[config.mk]
export PLATFORM = sky130hd
export DESIGN_NAME = control_sequencer
export DESIGN_NICKNAME = d
export VERILOG_FILES = /design/src/rtl/control_sequencer.sv
export SDC_FILE = /design/constraint.sdc
export NUM_CORES = 1
export LEC_CHECK = 0
export ABC_AREA = 1
export BUFFER_PORTS_ARGS = -buffer_cell sky130_fd_sc_hd__buf_4
export CAP_MARGIN = 40
export CORE_AREA = 3 3 60 62
export CTS_CLUSTER_DIAMETER = 120
export DETAILED_ROUTE_END_ITERATION = 16
export DIE_AREA = 0 0 63 65
export PLACE_DENSITY = 0.74
export SLEW_MARGIN = 30
export SYNTH_ARGS = -nofsm -noshare
export SYNTH_HDL_FRONTEND = slang
export SYNTH_SLANG_ARGS = --single-unit
[constraint.sdc]
create_clock -name clock -period 1.25 [get_ports clock]
set_clock_uncertainty 0.05 [all_clocks]
set_input_delay 0.0625 -clock clock [delete_from_list [all_inputs] [get_ports clock]]
set_output_delay 0.0625 -clock clock [all_outputs]
set_load 0.02 [all_outputs]
[src/rtl/control_sequencer.sv]
// -----------------------------------------------------------------------------
// control_sequencer
//   Hardwired control unit for the bus datapath. It fetches an instruction,
//   decodes IR and steps the T-state sequence for ADD, SUB, MUL and HALT.
//   Control outputs are a Moore decode of the state register and the IR fields.
//   Nothing else is registered, so an asynchronous clear forces every output
//   low in the same cycle.
//
// Ports
//   clock                      system clock, rising edge
//   clear                      asynchronous active-high reset to IDLE
//   run                        1 = keep fetching, 0 = stop at instruction boundary
//   IR[31:0]                   datapath IR: [31:27] opc, [26:23] Ra, [22:19] Rb, [18:15] Rc
//   Rin[15:0] / Rout[15:0]     one-hot GPR load / bus-drive strobes (R0..R15)
//   PCin..Zlowout, MARin       register strobes
//   Read                       memory read (MDR loads memory data when Read & MDRin)
//   ALU_op[1:0]                00 ADD, 01 SUB, 10 MUL, 11 INC (Z <- bus + 1)
//   busy                       1 in any T-state
//   halted                     1 in HALT
// -----------------------------------------------------------------------------
module control_sequencer #(
    parameter logic [4:0] OPC_ADD  = 5'b00011,
    parameter logic [4:0] OPC_SUB  = 5'b00100,
    parameter logic [4:0] OPC_MUL  = 5'b01111,
    parameter logic [4:0] OPC_HALT = 5'b11011
) (
    input  logic        clock,
    input  logic        clear,
    input  logic        run,
    input  logic [31:0] IR,
    output logic [15:0] Rin,
    output logic [15:0] Rout,
    output logic        PCin,
    output logic        PCout,
    output logic        IRin,
    output logic        Yin,
    output logic        Yout,
    output logic        MDRin,
    output logic        MDRout,
    output logic        HIin,
    output logic        LOin,
    output logic        Zhighin,
    output logic        Zlowin,
    output logic        Zhighout,
    output logic        Zlowout,
    output logic        MARin,
    output logic        Read,
    output logic [1:0]  ALU_op,
    output logic        busy,
    output logic        halted
);

    localparam logic [1:0] ALU_ADD = 2'b00;
    localparam logic [1:0] ALU_SUB = 2'b01;
    localparam logic [1:0] ALU_MUL = 2'b10;
    localparam logic [1:0] ALU_INC = 2'b11;

    typedef enum logic [3:0] {
        ST_IDLE = 4'd0,
        ST_T0   = 4'd1,
        ST_T1   = 4'd2,
        ST_T2   = 4'd3,
        ST_T3   = 4'd4,
        ST_T4   = 4'd5,
        ST_T5   = 4'd6,
        ST_T6   = 4'd7,
        ST_HALT = 4'd8
    } state_t;

    state_t      state_r;
    logic [4:0]  opc_s;
    logic [3:0]  ra_s;
    logic [3:0]  rb_s;
    logic [3:0]  rc_s;
    logic        unused_ir_s;

    // Register index to one-hot strobe; R0 is an ordinary register.
    function automatic logic [15:0] onehot16(input logic [3:0] idx);
        return 16'h0001 << idx;
    endfunction

    // ADD/SUB/MUL are the only opcodes that do work in T3..T5.
    function automatic logic is_alu_op(input logic [4:0] opc);
        return (opc == OPC_ADD) || (opc == OPC_SUB) || (opc == OPC_MUL);
    endfunction

    assign opc_s       = IR[31:27];
    assign ra_s        = IR[26:23];
    assign rb_s        = IR[22:19];
    assign rc_s        = IR[18:15];
    assign unused_ir_s = ^IR[14:0];

    // Sequencer state: steps T-states, async clear returns to IDLE.
    always_ff @(posedge clock or posedge clear) begin
        if (clear) begin
            state_r <= ST_IDLE;
        end else begin
            case (state_r)
                ST_IDLE: begin
                    if (run) state_r <= ST_T0;
                    else     state_r <= ST_IDLE;
                end
                ST_T0:   state_r <= ST_T1;
                ST_T1:   state_r <= ST_T2;
                ST_T2:   state_r <= ST_T3;
                ST_T3: begin
                    if (opc_s == OPC_HALT) state_r <= ST_HALT;
                    else                   state_r <= ST_T4;
                end
                ST_T4:   state_r <= ST_T5;
                ST_T5: begin
                    // MUL needs one more step to move the high product word.
                    if (opc_s == OPC_MUL) state_r <= ST_T6;
                    else if (run)         state_r <= ST_T0;
                    else                  state_r <= ST_IDLE;
                end
                ST_T6: begin
                    if (run) state_r <= ST_T0;
                    else     state_r <= ST_IDLE;
                end
                ST_HALT: state_r <= ST_HALT;   // only clear leaves HALT
                default: state_r <= ST_IDLE;
            endcase
        end
    end

    // Moore control decode from state and IR fields.
    always_comb begin
        Rin      = 16'h0000;
        Rout     = 16'h0000;
        PCin     = 1'b0;
        PCout    = 1'b0;
        IRin     = 1'b0;
        Yin      = 1'b0;
        Yout     = 1'b0;
        MDRin    = 1'b0;
        MDRout   = 1'b0;
        HIin     = 1'b0;
        LOin     = 1'b0;
        Zhighin  = 1'b0;
        Zlowin   = 1'b0;
        Zhighout = 1'b0;
        Zlowout  = 1'b0;
        MARin    = 1'b0;
        Read     = 1'b0;
        ALU_op   = ALU_ADD;
        busy     = 1'b0;
        halted   = 1'b0;
        case (state_r)
            ST_IDLE: begin
                busy = 1'b0;
            end
            ST_T0: begin
                // MAR <- PC while the ALU forms PC+1 into Z.
                busy   = 1'b1;
                PCout  = 1'b1;
                MARin  = 1'b1;
                ALU_op = ALU_INC;
                Zlowin = 1'b1;
            end
            ST_T1: begin
                busy    = 1'b1;
                Zlowout = 1'b1;
                PCin    = 1'b1;
                Read    = 1'b1;
                MDRin   = 1'b1;
            end
            ST_T2: begin
                busy   = 1'b1;
                MDRout = 1'b1;
                IRin   = 1'b1;
            end
            ST_T3: begin
                busy = 1'b1;
                if (is_alu_op(opc_s)) begin
                    Rout = onehot16(rb_s);
                    Yin  = 1'b1;
                end else begin
                    Rout = 16'h0000;
                end
            end
            ST_T4: begin
                busy = 1'b1;
                case (opc_s)
                    OPC_ADD: begin
                        Rout   = onehot16(rc_s);
                        Zlowin = 1'b1;
                        ALU_op = ALU_ADD;
                    end
                    OPC_SUB: begin
                        Rout   = onehot16(rc_s);
                        Zlowin = 1'b1;
                        ALU_op = ALU_SUB;
                    end
                    OPC_MUL: begin
                        Rout    = onehot16(rc_s);
                        Zlowin  = 1'b1;
                        Zhighin = 1'b1;
                        ALU_op  = ALU_MUL;
                    end
                    default: begin
                        Rout = 16'h0000;
                    end
                endcase
            end
            ST_T5: begin
                busy = 1'b1;
                if (is_alu_op(opc_s)) begin
                    Zlowout = 1'b1;
                    if (opc_s == OPC_MUL) LOin = 1'b1;
                    else                  Rin  = onehot16(ra_s);
                end else begin
                    Zlowout = 1'b0;
                end
            end
            ST_T6: begin
                busy     = 1'b1;
                Zhighout = 1'b1;
                HIin     = 1'b1;
            end
            ST_HALT: begin
                halted = 1'b1;
            end
            default: begin
                busy = 1'b0;
            end
        endcase
    end

endmodule
# Word-level counts from Yosys, hierarchy flattened
# Index checks and enable logic that the tools add are counted.
# word_totals
n_memories,0
elab_cells,49
in_bits,35
romBits,0
latch_bits,0
out_inout_bits,51
mem_bits_rw,0
ff_bits,4
# op_classes
n_bitwise,0
addsub,0
mul,0
n_eq_ne,12
reduce_logical,6
magnitude_cmp,0
mux,27
n_shift,3
div_mod_pow,0
# ops
operator,count
16-bit 2-to-1 mux,5
"1-bit by 4-bit left shift with 16-bit output, first input constant",3
16-bit one-hot mux with 2 select lines,1
4-bit one-hot mux with 8 select lines,1
"4-bit by 3-bit equality test with 1-bit output, second input constant",4
1-bit 2-to-1 mux,14
"4-bit by 2-bit equality test with 1-bit output, second input constant",2
2-bit one-hot mux with 2 select lines,2
7-bit OR reduction,1
"5-bit by 2-bit equality test with 1-bit output, second input constant",1
"5-bit by 3-bit equality test with 1-bit output, second input constant",1
"5-bit by 4-bit equality test with 1-bit output, second input constant",1
"5-bit equality test, second input constant",1
"4-bit by 1-bit equality test with 1-bit output, second input constant",1
"4-bit equality test, second input constant",1
4-bit zero test,1
4-bit 2-to-1 mux,1
1-bit one-hot mux with 2 select lines,2
3-bit 2-to-1 mux,1
3-bit OR reduction,1
1-bit logical OR,2
2-bit OR reduction,1

# Longest topological paths before layout
# Gate-level depths: netlist of the first run.
# depth
word_depth,5
mapped_depth,8
depth_no_buf,7

# Worst setup path before layout of the first run
# OpenSTA, ideal clock, no wires.
# synth_path
path_type,register -> output
start,reg state_r[2]
end,out ALU_op[0]
n_path_buf,0
t_required_ns,1.138
path_stages_with_launch,6
arrival_time_ns,1.473
setup_slack_ns,-0.335
path_cell_list,dfrtp_1 -> inv_2 -> nand2_1 -> nor3_1 -> inv_2 -> o21ai_1
# synth_via
elab_chain_cells,2
word_cells_on_any_way,3
classes_between,2 x eq/ne; 1 x mux
# synth_rtl
item,line,rtl
"start, declared",70,state_t state_r;
"start signal, assigned",96,state_r <= ST_IDLE;
"start signal, assigned",100,if (run) state_r <= ST_T0;
"start signal, assigned",101,else state_r <= ST_IDLE;
4-bit by 3-bit equality test with 1-bit output / 4-bit by 1-bit equality test with 1-bit output (equally long branches),149,case (state_r)
2-bit one-hot mux with 2 select lines *,149,
"end, declared",48,"output logic [1:0] ALU_op,"
# Every way passes the cells marked *; elsewhere a longest branch is shown, timed or not.

# Worst setup path in the final report of the first run
# layout_path
start,reg state_r[3]
end,out ALU_op[0]
# The elaborated chain is that of the path after synthesis.

==> results of run 1 <==
cell families (layout without fill, tap and decap cells):
kind of cell    count (synthesis)  in the layout  synth area share, %
compound gates                  5              5                 2.50
other cells                     1              1                0.325
buf+inv                        42            145                 18.5
flops                           4              4                 8.69
simple gates                  163            163                 70.0
per-stage QoR:
stage / TNS, ps / worst slack [ps] / total power, mW
finish: -23490 / -572 / 2.97
global route: -25750 / -602 / 3.10
CTS: -16190 / -377 / 2.50
detailed placement: -4490 / -145 / 1.89
global placement: -3410 / -129 / 1.87
floorplan: -2080 / -86.0 / 1.28
area by class of cell:
class                           count  area (um^2)
Inverter                           29          124
Multi-Input combinational cell    169         1200
Fill cell                         174          526
Sequential cell                     4          101
Timing Repair Buffer              109         1020
Timing Repair inverter              3         22.5
Tap cell                           44         55.1
Clock buffer                        4         26.3
where the power goes:
group	switching, mW	internal [mW]	total [mW]
Sequential	0.0816	0.180	0.262
Combinational	1.34	1.16	2.49
Clock	0.0914	0.122	0.214
what timing repair did:
action,4_1_cts,5_1_grt
endpoints found under the hold margin,4,0
setup buffers,7,9
cloned,3,1
pin swaps,8,14
gates resized for setup,55,30
setup endpoints to repair,54,54
hold buffers,1,0
per-layer routing:
layer	wire length, um	vias up
li1	-	891
met5	0	-
met3	521	29
met1	2120	891
met4	280	0
met2	3150	130
worst min-delay path by stage:
stage          start                   end  slack, ps  cells past startpoint
3_5_place_dp   clear  state_r[3]$_DFF_PP0_        -90                      2
2_1_floorplan  clear  state_r[0]$_DFF_PP0_       -220                      1
6_report         run  state_r[0]$_DFF_PP0_         70                      5
4_1_cts          run  state_r[0]$_DFF_PP0_         60                      5
5_1_grt          run  state_r[0]$_DFF_PP0_        100                      5
3_3_place_gp   clear  state_r[3]$_DFF_PP0_        -90                      2
cell usage after synthesis, drive strengths merged:
cell type   n  share of area (%)
inv        29                9.4
a21oi       2               0.87
nor2       61                 22
o21ai       2               0.87
nor3        3                2.3
a31o        1               0.76
nand3      62                 29
nand2      34                 13
conb        1               0.33
dfrtp       4                8.7
buf        13                9.0
nand4       3                4.2
worst max-delay path, cell delays in order, from the launching register on:
cell and delay (ps):
sky130_fd_sc_hd__dfrtp_1 410, sky130_fd_sc_hd__inv_2 110, sky130_fd_sc_hd__nand2_4 80, sky130_fd_sc_hd__nor3_4 230
sky130_fd_sc_hd__buf_6 150, sky130_fd_sc_hd__buf_6 130, sky130_fd_sc_hd__inv_8 50, sky130_fd_sc_hd__o21ai_4 140
sky130_fd_sc_hd__buf_6 140
==> flow_summary.yaml, run 1 <==
run_status:
  status: "complete, but fails checks"
  failing_checks: "negative setup slack"
floorplanning:
  height_of_the_chip_um: 65
  floorplan.rows: 20
  core_area_um2: 3080
  design.die.area_um2: 4100
  starting_density_pct: 37.4
  die-width_um: 63
  io_pins: 86
timing:
  final_hold_viol_count: 0
  max_clock_freq_ghz: 0.549
  timing.final.ws_setup_ps: -572
  final_period_util_pct: 146
  slew_viol_final: 0
  timing.hold.ws_ps: 65.7
  grt_setup_unrepaired: "true"
  setup_viol: 54
  post-route-min-period_ps: 1820
synthesis:
  synth_instances: 215
  yosys_register_bits: 4
  synth-warning-count: 0
  syn_nets: 250
  synth_area_um2: 1150
  seq_total_area_yosys_pct: 8.69
  yosys.cell_types.count: 23
  syn-mean-instance-area_um2: 5.36
layout:
  final_common_cell: "sky130_fd_sc_hd__buf_4"
  layout.cells.most_common_list: "63 x sky130_fd_sc_hd__buf_4, 42 x sky130_fd_sc_hd__buf_6, 40 x sky130_fd_sc_hd__nand3_1"
  largest_register_ff_count: 4
  post-route-cell-area_um2: 2550
  registers.top_by_ff_count: "state_r"
  reg.largest.list: "state_r (4)"
  layout.nets: 354
  synthToLayoutAreaGrowth_pct: 121
  antenna-diode-count: 0
  drive_above_1_share_pct: 66.0
  cell_count_final_fillers_out: 362
  finalCoreUtilization_pct: 82.9
detailed_routing:
  routed_wl_mm: 6.07
  drc: 0
  drt-wirelength-per-cell_um: 16.8
  detail_route.vias_per_cell: 5.36
  first_pass_iters: 4
  route.vias.total: 1941
  detailedRoute.firstIterationViolations: 159
  ant_nets: 0
critical_path:
  critPathKind: "reg2out"
  critical_path.reg2reg.startpoint: "state_r[3]$_DFF_PP0_"
  crit_path_max_fanout: 4
  worstSetupStartpoint: "state_r[3]$_DFF_PP0_"
  worst_r2r_path_depth: 8
  timing.critical_path.to: "ALU_op[0]"
  cp.required_ps: 1140
  cp-end-kind: "output pin"
  setup.reg_to_reg.worst_slack_ps: -370
  arrival_time_at_the_worst_endpoint_ps: 1710
  cp-start-kind: "flip-flop"
  r2r_end: "state_r[3]$_DFF_PP0_"
flow_run:
  drv.max_cap_violation_count: 0
global_routing:
  grt_max_degree: 17
  global_route.usage.total_pct: 25.4
  globalRouteMet3Util_pct: 3.81
  grt_total_ovfl: 0
  grt_first_pass_wirelength_mm: 8.31
  grt_pass1_vias: 1809
  grtUsageMet2_pct: 49.8
  globalRoute.busiestLayer: "met2"
  gr-usage-met1_pct: 27.2
  number_of_antenna_violations_at_the_first_check_in_global_routing: 0
clock_network:
  tritoncts: "yes"
  clkLatencyLatePin_ps: 270
  tritoncts.num_buffers: 3
  clock-sinks: 4
  cts.path.max_buffers: 2
  clk_root_buffer_cell: "sky130_fd_sc_hd__clkbuf_4"
  clock_tree.htree_level_count: 1
  cts.clk_slew.worst_paths_ps: 60
pwr:
  irDropWorstVdd_v: 0.000622
  power_density_nw_per_um2: 1160
  total_leakage_power_nw: 1.22
placed_design:
  port_buffers: 69
  routabilityCongestion: 0.842
  hpwl_mm: 3.16
  dpl.cell_count: 337
  placement.cell_area_um2: 2020
worst_hold_path:
  worstHoldPathType: "in2reg"
No activity file was read; power rests on OpenSTA's default activity.
==> inputs of run 2 (changes only) <==
Settings changed: CELL_PAD_IN_SITES_DETAIL_PLACEMENT set to 1, CELL_PAD_IN_SITES_GLOBAL_PLACEMENT set to 1, CORE_AREA 3 3 60 62 to 3 3 77 79, DIE_AREA 0 0 63 65 to 0 0 80 82, PLACE_DENSITY 0.74 to 0.73.
==> run 2 against run 1 <==
  * The run still ends with negative setup slack left
  * First-iteration DRC count decreased by 65%
  * Routed wire length increased by 7.8%
  * Maximum frequency increased by 9.6%
  * Sequential cell count unchanged
==> flow_summary.yaml, run 2 (synthesis results as in run 1) <==
run_status:
  status: "complete, but fails checks"
  failing_checks: "negative setup slack"
critical_path:
  cp_top_family: "simple AND/OR/NAND/NOR gates"
  worstSetupStartpoint: "state_r[0]$_DFF_PP0_"
  arrival_time_at_the_worst_endpoint_ps: 1550
  critical_path.cell_chain: "inv_4 > nand2_4 > nor2_4 > nand4_4 > nor2_2 > buf_4"
  critical_path.reg2reg.startpoint: "state_r[0]$_DFF_PP0_"
  cp_slowest_cell: "sky130_fd_sc_hd__dfrtp_1"
  crit_buf_inv: 2
  cp-start-kind: "flip-flop"
  cp-end-kind: "output pin"
  crit_path_max_fanout: 8
  critPathMaxStageDelay_ps: 410
  cp.required_ps: 1140
  critPathKind: "reg2out"
clock_network:
  cts.clk_slew.worst_paths_ps: 30
  tritoncts: "yes"
  clock_tree.htree_level_count: 1
  clk_root_buffer_cell: "sky130_fd_sc_hd__clkbuf_8"
  clock-sinks: 4
  tritoncts.num_buffers: 3
  clkLatencyLatePin_ps: 230
  cts.path.max_buffers: 2
layout:
  largest_register_ff_count: 4
  final_common_cell: "sky130_fd_sc_hd__buf_6"
  drive_above_1_share_pct: 71.4
  layout.nets: 347
  post-route-cell-area_um2: 2830
  reg.largest.list: "state_r (4)"
  finalCoreUtilization_pct: 52.3
  registers.top_by_ff_count: "state_r"
  layout.cells.most_common_list: "50 x sky130_fd_sc_hd__buf_6, 48 x sky130_fd_sc_hd__buf_4, 36 x sky130_fd_sc_hd__nor2_1"
  synthToLayoutAreaGrowth_pct: 145
  cell_count_final_fillers_out: 383
  antenna-diode-count: 0
placed_design:
  post-place-ws_ps: -161
  routabilityCongestion: 0.777
  port_buffers: 69
  dpl.cell_count: 364
  hpwl_mm: 4.04
  placement.cell_area_um2: 2060
worst_hold_path:
  hp-start: "run"
  worstHoldPathType: "in2reg"
pwr:
  total_leakage_power_nw: 1.26
  post-layout-total-power_mw: 3.30
  power_density_nw_per_um2: 1170
  irDropWorstVdd_v: 0.000553
detailed_routing:
  detailedRoute.firstIterationViolations: 55
  drc: 0
  route.vias.total: 1837
  detail_route.vias_per_cell: 4.80
  routed_wl_mm: 6.54
  drt-wirelength-per-cell_um: 17.1
  first_pass_iters: 4
  ant_nets: 0
timing:
  slew_viol_final: 0
  final_period_util_pct: 133
  post-route-min-period_ps: 1660
  final_hold_viol_count: 0
  setup_viol: 54
  max_clock_freq_ghz: 0.602
  timing.final.ws_setup_ps: -412
  setup_tns_ps: -17280
  timing.hold.ws_ps: 164
  grt_setup_unrepaired: "true"
global_routing:
  grt_max_degree: 17
  grt_total_ovfl: 0
  number_of_antenna_violations_at_the_first_check_in_global_routing: 0
  grt_pass1_vias: 1982
  global_route.usage.total_pct: 18.5
  grt_first_pass_wirelength_mm: 9.65
floorplanning:
  design.die.area_um2: 6560
  core_area_um2: 5410
  starting_density_pct: 21.3
  io_pins: 86
  die-width_um: 80
  floorplan.rows: 27
  height_of_the_chip_um: 82
flow_run:
  drv.max_cap_violation_count: 0
## run 2: cell types whose count changed in the layout (fill, tap and decap cells not counted), moves of 3 or more
cell / change
sky130_fd_sc_hd__buf_4: -15
sky130_fd_sc_hd__buf_6: +8
sky130_fd_sc_hd__nand3_1: -13
sky130_fd_sc_hd__clkbuf_4: -3
sky130_fd_sc_hd__clkbuf_8: +3
sky130_fd_sc_hd__nand2_4: +3
sky130_fd_sc_hd__nand3_4: +16
sky130_fd_sc_hd__buf_16: +3
sky130_fd_sc_hd__clkinvlp_4: -3
sky130_fd_sc_hd__nand3_2: -3
## run 2: power breakdown
part,switching (mW),internal (mW)
clock,0.0868,0.219
combinational,1.47,1.27
sequential,0.0815,0.181
## run 2: tightest hold or removal path, delay by kind of cell
| kind | cells | cell delay [ps] |
|---|---|---|
| simple gates | 3 | 200 |
| buf+inv | 2 | 130 |
## run 2: cell type report
type	count	area, um^2
fill	639	2580
sequential	4	101
timing repair buffer	105	1080
inverter	29	129
multi-input combinational	169	1390
clock buffer	4	45.0
tap	72	90.1
## run 2: final timing paths
check,slack [ps],cells past startpoint,to
setup / recovery,-410,6,Rin[12]
hold / removal,160,5,state_r[0]$_DFF_PP0_
setup reg to reg,-190,9,state_r[0]$_DFF_PP0_
hold reg to reg,810,5,state_r[1]$_DFF_PP0_
max in group asynchronous,710,3,state_r[1]$_DFF_PP0_
min in group asynchronous,270,3,state_r[2]$_DFF_PP0_
## run 2: metal layers
| metal | up-vias | routed length, um | GRT usage (%) |
|---|---|---|---|
| met5 | - | 0 | 0 |
| met4 | 0 | 78 | 4.90 |
| met3 | 8 | 387 | 3.40 |
| met2 | 51 | 3410 | 35.1 |
| met1 | 892 | 2670 | 21.1 |
| li1 | 886 | - | - |
## run 2: what timing repair did
action / in CTS / in global routing
hold buffers: 1 / 0
pin swaps: 21 / 20
gates cloned: 4 / 0
gates resized for setup: 97 / 37
endpoints found under the setup margin: 54 / 54
endpoints found under the hold margin: 4 / 0
buffers inserted: 11 / 7
